<file path="src/rtl/video_pkg.sv">
// Shared types, per-mode timing table and sync-window helper for the video timing generator.
package video_pkg;

   localparam int TW = 12;

   typedef enum logic [1:0] {
      MODE_VGA   = 2'd0,
      MODE_SVGA  = 2'd1,
      MODE_720P  = 2'd2,
      MODE_1080P = 2'd3
   } mode_t;

   typedef enum logic {
      ST_IDLE    = 1'b0,
      ST_PENDING = 1'b1
   } mode_state_t;

   typedef struct packed {
      logic [TW-1:0] h_act;
      logic [TW-1:0] h_fp;
      logic [TW-1:0] h_sync;
      logic [TW-1:0] h_bp;
      logic [TW-1:0] h_tot;
      logic [TW-1:0] v_act;
      logic [TW-1:0] v_fp;
      logic [TW-1:0] v_sync;
      logic [TW-1:0] v_bp;
      logic [TW-1:0] v_tot;
      logic          sync_pos;
   } timing_t;

   localparam timing_t TIMING [4] = '{
      '{12'd640,  12'd16,  12'd96,  12'd48,  12'd800,  12'd480,  12'd10, 12'd2, 12'd33, 12'd525,  1'b0},
      '{12'd800,  12'd40,  12'd128, 12'd88,  12'd1056, 12'd600,  12'd1,  12'd4, 12'd23, 12'd628,  1'b1},
      '{12'd1280, 12'd110, 12'd40,  12'd220, 12'd1650, 12'd720,  12'd5,  12'd5, 12'd20, 12'd750,  1'b1},
      '{12'd1920, 12'd88,  12'd44,  12'd148, 12'd2200, 12'd1080, 12'd4,  12'd5, 12'd36, 12'd1125, 1'b1}
   };

   // Sync window follows active + front porch; vert selects the vertical fields.
   function automatic logic sync_active(input logic [TW-1:0] cnt, input timing_t t, input logic vert);
      logic [TW-1:0] start;
      logic [TW-1:0] len;
      start = vert ? (t.v_act + t.v_fp) : (t.h_act + t.h_fp);
      len   = vert ? t.v_sync : t.h_sync;
      return (cnt >= start) && (cnt < start + len);
   endfunction

endpackage

</file>
<file path="src/rtl/pipe_dly.sv">
// Fixed-depth register delay line with a per-bit reset value; DEPTH of 0 is a plain wire.
module pipe_dly #(
   parameter int               WIDTH   = 1,
   parameter int               DEPTH   = 0,
   parameter logic [WIDTH-1:0] RST_VAL = '0
) (
   input  logic             clk,
   input  logic             reset_n,
   input  logic [WIDTH-1:0] d,
   output logic [WIDTH-1:0] q
);

   generate
      if (DEPTH == 0) begin : g_wire
         logic unused_clk_rst;
         assign unused_clk_rst = clk ^ reset_n;
         assign q = d;
      end else begin : g_regs
         logic [WIDTH-1:0] stage [DEPTH];

         always_ff @(posedge clk or negedge reset_n) begin
            if (!reset_n) begin
               for (int i = 0; i < DEPTH; i++) stage[i] <= RST_VAL;
            end else begin
               stage[0] <= d;
               for (int i = 1; i < DEPTH; i++) stage[i] <= stage[i-1];
            end
         end

         assign q = stage[DEPTH-1];
      end
   endgenerate

endmodule

</file>
<file path="src/rtl/video_timing_gen.sv">
// Multi-mode video timing generator: h/v counters, frame-boundary mode switching,
// polarity-corrected sync/DE/strobes delayed by PIPE_DLY stages.
module video_timing_gen
   import video_pkg::*;
#(
   parameter int CNT_W      = 12,
   parameter int PIPE_DLY   = 2,
   parameter int RESET_MODE = 2
) (
   input  logic             clk,
   input  logic             reset_n,
   input  logic             enable,
   input  logic [1:0]       mode_sel,
   input  logic             mode_req,
   output logic             mode_ack,
   output mode_t            cur_mode,
   output logic [CNT_W-1:0] h_pos,
   output logic [CNT_W-1:0] v_pos,
   output logic             de,
   output logic             hsync,
   output logic             vsync,
   output logic             line_start,
   output logic             frame_start,
   output mode_state_t      fsm_state
);

   localparam mode_t            RST_MODE = mode_t'(RESET_MODE[1:0]);
   localparam logic             RST_SYNC = ~TIMING[RESET_MODE].sync_pos;
   localparam logic [CNT_W-1:0] ONE      = CNT_W'(1);

   logic [CNT_W-1:0] h_cnt, v_cnt, h_nx, v_nx;
   logic             run;
   mode_t            pend, mode_nx;
   mode_state_t      state;
   timing_t          t_cur, t_nx;
   logic             h_last, v_last, frame_end;
   logic             de_nx, hs_nx, vs_nx, ls_nx, fs_nx;
   logic             de_s0, hs_s0, vs_s0, ls_s0, fs_s0;
   logic [4:0]       dly_q;

   // run stays low until the first enabled cycle after reset so pixel (0,0) is emitted once.
   always_comb begin
      t_cur     = TIMING[cur_mode];
      h_last    = (h_cnt == CNT_W'(t_cur.h_tot) - ONE);
      v_last    = (v_cnt == CNT_W'(t_cur.v_tot) - ONE);
      frame_end = enable && run && h_last && v_last;
      mode_nx   = (frame_end && state == ST_PENDING) ? pend : cur_mode;
      t_nx      = TIMING[mode_nx];

      h_nx = h_cnt;
      v_nx = v_cnt;
      if (enable && run) begin
         if (h_last) begin
            h_nx = '0;
            v_nx = v_last ? '0 : v_cnt + ONE;
         end else begin
            h_nx = h_cnt + ONE;
         end
      end

      de_nx = enable && (h_nx < CNT_W'(t_nx.h_act)) && (v_nx < CNT_W'(t_nx.v_act));
      hs_nx = (enable && sync_active(h_nx[TW-1:0], t_nx, 1'b0)) ? t_nx.sync_pos : ~t_nx.sync_pos;
      vs_nx = (enable && sync_active(v_nx[TW-1:0], t_nx, 1'b1)) ? t_nx.sync_pos : ~t_nx.sync_pos;
      ls_nx = enable && (h_nx == '0);
      fs_nx = ls_nx && (v_nx == '0);
   end

   // Stage-0 flags are registered together with the counters, so they align with h_pos/v_pos.
   always_ff @(posedge clk or negedge reset_n) begin
      if (!reset_n) begin
         h_cnt <= '0;
         v_cnt <= '0;
         run   <= 1'b0;
         de_s0 <= 1'b0;
         hs_s0 <= RST_SYNC;
         vs_s0 <= RST_SYNC;
         ls_s0 <= 1'b0;
         fs_s0 <= 1'b0;
      end else begin
         h_cnt <= h_nx;
         v_cnt <= v_nx;
         if (enable) run <= 1'b1;
         de_s0 <= de_nx;
         hs_s0 <= hs_nx;
         vs_s0 <= vs_nx;
         ls_s0 <= ls_nx;
         fs_s0 <= fs_nx;
      end
   end

   // Handshake: mode_req is a one-cycle strobe sampled while enable is high (latest request wins);
   // mode_ack pulses once, in the first cycle of the new frame that runs with the applied mode.
   always_ff @(posedge clk or negedge reset_n) begin
      if (!reset_n) begin
         state    <= ST_IDLE;
         pend     <= RST_MODE;
         cur_mode <= RST_MODE;
         mode_ack <= 1'b0;
      end else begin
         mode_ack <= 1'b0;
         if (enable) begin
            case (state)
               ST_IDLE: begin
                  if (mode_req) begin
                     pend  <= mode_t'(mode_sel);
                     state <= ST_PENDING;
                  end
               end
               ST_PENDING: begin
                  if (mode_req) pend <= mode_t'(mode_sel);
                  if (frame_end) begin
                     cur_mode <= pend;
                     mode_ack <= 1'b1;
                     if (!mode_req) state <= ST_IDLE;
                  end
               end
               default: state <= ST_IDLE;
            endcase
         end
      end
   end

   pipe_dly #(
      .WIDTH   (5),
      .DEPTH   (PIPE_DLY),
      .RST_VAL ({1'b0, RST_SYNC, RST_SYNC, 2'b00})
   ) u_dly (
      .clk     (clk),
      .reset_n (reset_n),
      .d       ({de_s0, hs_s0, vs_s0, ls_s0, fs_s0}),
      .q       (dly_q)
   );

   assign {de, hsync, vsync, line_start, frame_start} = dly_q;
   assign h_pos     = h_cnt;
   assign v_pos     = v_cnt;
   assign fsm_state = state;

endmodule

</file>
<file path="config.mk">
export PLATFORM = sky130hd
export DESIGN_NAME = video_timing_gen
export DESIGN_NICKNAME = d
export VERILOG_FILES = /design/src/rtl/video_pkg.sv /design/src/rtl/pipe_dly.sv /design/src/rtl/video_timing_gen.sv
export SDC_FILE = /design/constraint.sdc
export NUM_CORES = 1
export LEC_CHECK = 0
export ABC_AREA = 1
export CELL_PAD_IN_SITES_DETAIL_PLACEMENT = 2
export CELL_PAD_IN_SITES_GLOBAL_PLACEMENT = 2
export CORE_ASPECT_RATIO = 1.75
export CORE_MARGIN = 8
export CORE_UTILIZATION = 36
export DETAILED_ROUTE_END_ITERATION = 12
export GPL_TIMING_DRIVEN = 0
export PLACE_DENSITY_LB_ADDON = 0.1
export SLEW_MARGIN = 40
export SYNTH_ARGS = -nofsm -noshare
export SYNTH_HDL_FRONTEND = slang
export SYNTH_SLANG_ARGS = --single-unit
</file>
<file path="constraint.sdc">
create_clock -name clk -period 5.9 [get_ports clk]
set_input_delay 1.18 -clock clk [delete_from_list [all_inputs] [get_ports clk]]
set_output_delay 1.18 -clock clk [all_outputs]
set_load 0.1 [all_outputs]
</file>
==> summary.txt <==
Clock tree
  – Clock tree from TritonCTS: yes
  – Maximum buffer depth of the clock tree: 2
  – Post-CTS Setup Repair Bufs: 0
  – Root Buffer Master: sky130_fd_sc_hd__clkbuf_16
  – Maximum level of the CTS H-tree: 2
  – Clock latency on the worst-skew pair: roughly 0.3 ns
  – Number of buffers created by CTS: 5
  – Count of cells resized by post-cts repair: 0
  – CTS Hold Buffers Added: 0
  – Clock Sink Count: between 40 and 50
  – Worst-path clk slew: around 0.060 ns

Global routing
  – Vias in the first global route: between 4000 and 5000
  – First-pass GRT wire length: between 20000 and 25000 um
  – Maximum number of pins on one net before global-route repair: 42
  – Number of antenna violations at the first check in global routing: 0
  – GRT Util Overall: approximately a fifth
  – Overflow after GRT: 0

STA
  – Max transition margin: between 40% and 50%
  – RSZ-0062 raised after global routing: false
  – Final setup slack of the worst path: roughly 0.62 ns
  – Worst hold slack after final layout: between 0.3 and 0.4 ns
  – Number of failing setup endpoints in the final timing report: 0
  – Clock period minus final worst setup slack: ~5.3 ns
  – Final hold violations: 0
  – Final cycle utilization of the critical path: 89.5%
  – Maximum frequency from static timing analysis: about 190 MHz
  – Sum Neg Setup Slack: 0 ns
  – Clk_skew: approximately 0.0055 ns
  – Slew Viols, Final: 0
  – Slew at the pin with the worst max-slew slack: between 0.7 and 0.8 ns

Die
  – Die Outline Area: between 15000 and 20000 um^2
  – Die width: between 90 and 100 um
  – Core footprint: between 10000 and 15000 um^2
  – Y dimension of the die: about 160 um
  – # IOs: 39
  – Row Count: a little over 50
  – Initial Utilization: 36.7%

Setup path
  – Critical path arrival: between 5 and 6 ns
  – Kind of critical path: input port to flop
  – Setup slack of the worst register-to-register path: about 0.63 ns
  – Critical Path End Type: flop
  – Slowest library cell on the worst path: sky130_fd_sc_hd__clkdlybuf4s50_1
  – FF-to-FF Start: cur_mode[1]$_DFFE_PN1P_
  – Max Fanout on Critical Path: 10
  – Maximum cell stage delay along the critical path: approximately 0.59 ns
  – Crit-path most repeated cell: sky130_fd_sc_hd__nand2_1
  – CP startpoint kind: input port
  – Worst EP required: 6.08 ns
  – Reg2Reg Depth: 36
  – Capture point of the worst reg-to-reg path: vs_s0$_DFF_PN0_

Final layout
  – Number of antenna repair diodes: 0
  – Area Overhead vs Synth: 14.0%
  – Layout cell share with drive strength beyond 1: between 10% and 20%
  – Number of nets in the layout: roughly 680
  – Post-layout instance count excluding filler cells: between 700 and 800

Route
  – Average wire length per cell after detail routing: 19.6 um
  – First-pass iteration count of the detailed router: 4
  – Antenna-violating nets left: 0
  – DRC errors left: 0
  – Violation count after the first detailed-routing iteration: roughly 120
  – Final routed wirelength across all metal layers: approximately 14000 um
  – Via count: about 4000
  – Detailed-route vias per instance: about 5.3

Logic synthesis
  – Number of distinct library cell variants in the gate-level netlist after synthesis: 36
  – Total nets after synthesis: between 600 and 700
  – Proportion of netlist area held by the largest area contributor: between 20% and 30%
  – Combined area of all synthesized cells: around 4100 um^2
  – Library cell with the highest instance count after synthesis: sky130_fd_sc_hd__nand2_1
  – Sequential share of the synthesized area: 28.4%
  – Top cells by instance count after synthesis: 160 x sky130_fd_sc_hd__nand2_1, 84 x sky130_fd_sc_hd__inv_1, 63 x sky130_fd_sc_hd__ha_1
  – Number of storage elements in the synthesis netlist: 46
  – Asr flop ratio synth: 100%
  – Cells after synthesis: 562
  – Area contributors post-synth: sky130_fd_sc_hd__dfrtp_1 27%, sky130_fd_sc_hd__ha_1 19%, sky130_fd_sc_hd__nand2_1 15%, sky130_fd_sc_hd__inv_1 7.8%, sky130_fd_sc_hd__nor2_1 5.0%
  – Yosys synthesis warning count: 0
  – Number of enable flip-flop cells after synthesis: 0
  – Avg Inst Size Synth: 7.22 um^2
  – Most area-hungry cell type in the Yosys netlist: sky130_fd_sc_hd__dfrtp_1
  – Most used DFF post-synth: sky130_fd_sc_hd__dfrtp_1

Run
  – Max-capacitance violation count: 0

Placement
  – Number of port buffers: 38
  – Post-place setup slack: between 0.15 and 0.2 ns
  – Placed Cells incl. Taps: between 700 and 800
  – Final estimated routing congestion in global placement: 0.849
  – Detailed placement HPWL: ~12000 um

Power and ir drop
  – Sequential Power Share: between 20% and 30%
  – Proportion of power drawn by the clock network: 20.2%
  – Switching share of total power: around 53%
  – Net switching power: roughly 0.86 mW
  – Power density normalized to cell area: roughly 350 nW/um^2
  – Leak Pwr: 2.49 nW
  – Largest vdd supply drop: roughly 0.25 mV
  – Internal power contribution: approximately 0.75 mW
  – Combinational Power Share: 52.3%

Hold path
  – Origin of the worst min-delay path: vs_s0$_DFF_PN0_
  – Hold Path Stages: 0
  – Classification of the worst-slack hold path: flop to flop
  – Hold endpoint: u_dly.g_regs.stage[7]$_DFF_PN0_

Status
  – Result of the run: completed
[critical path: cells and delay by family]
family                   cells  cell delay [ns]
AND/OR/NAND/NOR             21             1.94
AO/OA/AOI/OAI                1             0.07
adder cells (fa/ha/maj)      2             0.69
buffers and inverters        6             1.55
[stage by stage]
| step | total power, mW | instance area, um^2 | util (%) |
|---|---|---|---|
| finish | 1.61 | 4620 | 41.9 |
| global placement | 1.29 | 4600 | 41.7 |
| floorplan | 1.07 | 4060 | - |
| detailed placement | 1.29 | 4460 | 40.4 |
| global route | 1.72 | 4620 | 41.9 |
| CTS | 1.63 | 4620 | 41.9 |
[routing by layer]
metal	routed length [um]	up-vias	global-route usage, %	share of wire, %
li1	-	1871	-	-
met1	5580	1960	21.4	39
met2	8190	48	38.7	57
met3	265	20	1.34	1.8
met4	451	0	8.25	3.1
met5	0	-	0	0
[cells in the final DEF, fill, tap and decap left out, types with 12 or more instances in the layout]
cell type	instances
sky130_fd_sc_hd__o21ai_0	16
sky130_fd_sc_hd__inv_1	84
sky130_fd_sc_hd__ha_1	63
sky130_fd_sc_hd__nand2_1	160
sky130_fd_sc_hd__nand4_1	12
sky130_fd_sc_hd__a21oi_1	18
sky130_fd_sc_hd__dfrtp_1	44
sky130_fd_sc_hd__nand3_1	28
sky130_fd_sc_hd__buf_2	33
sky130_fd_sc_hd__nor2_1	53
[flip-flops by register name (all words and copies together) (netlist names)]
register,cells
v_pos,12
mode_ack,1
ls_s0,1
h_pos,12
de_s0,1
fs_s0,1
cur_mode,2
vs_s0,1
u_dly.q,5
pend,2
fsm_state,1
run,1
hs_s0,1
u_dly.g_regs.stage,5
[cell type report]
type | count | area (um^2)
Inverter | 97 | 368
Fill cell | 1375 | 6410
Buffer | 1 | 11.3
Clock buffer | 5 | 125
Tap cell | 132 | 165
Timing Repair Buffer | 39 | 233
Sequential cell | 46 | 1150
Clock inverter | 3 | 43.8
Multi-Input combinational cell | 418 | 2520
[cells by family after synthesis]
kind of cell               after synthesis  synth area share, %
DFF                                     46                 28.4
and+or+nand+nor                        299                 34.5
buffers and inverters                   98                 9.35
AOI/OAI and AO/OA                       49                 6.63
adders and majority gates               63                 19.4
muxes                                    2                0.555
xor gates and xnor gates                 5                 1.08
[how the worst max path moves through the flow]
stage	from	depth (start not counted)	end	slack (ns)
4_1_cts	enable	30	vs_s0$_DFF_PN0_	0.49
2_1_floorplan	cur_mode[0]$_DFFE_PN0P_	35	vs_s0$_DFF_PN0_	1.17
6_report	enable	30	vs_s0$_DFF_PN0_	0.62
3_5_place_dp	enable	30	vs_s0$_DFF_PN0_	0.18
3_3_place_gp	enable	30	vs_s0$_DFF_PN0_	0.08
5_1_grt	cur_mode[1]$_DFFE_PN1P_	37	vs_s0$_DFF_PN0_	0.04
[power by group through the flow]
stage | Sequential, mW | Clock [mW] | Combinational, mW
2_1_floorplan | 0.711 | 0 | 0.360
3_3_place_gp | 0.446 | 0 | 0.842
3_5_place_dp | 0.448 | 0 | 0.844
4_1_cts | 0.444 | 0.335 | 0.854
5_1_grt | 0.452 | 0.347 | 0.916
6_report | 0.443 | 0.327 | 0.844
Power figures use the tool's default switching activity.
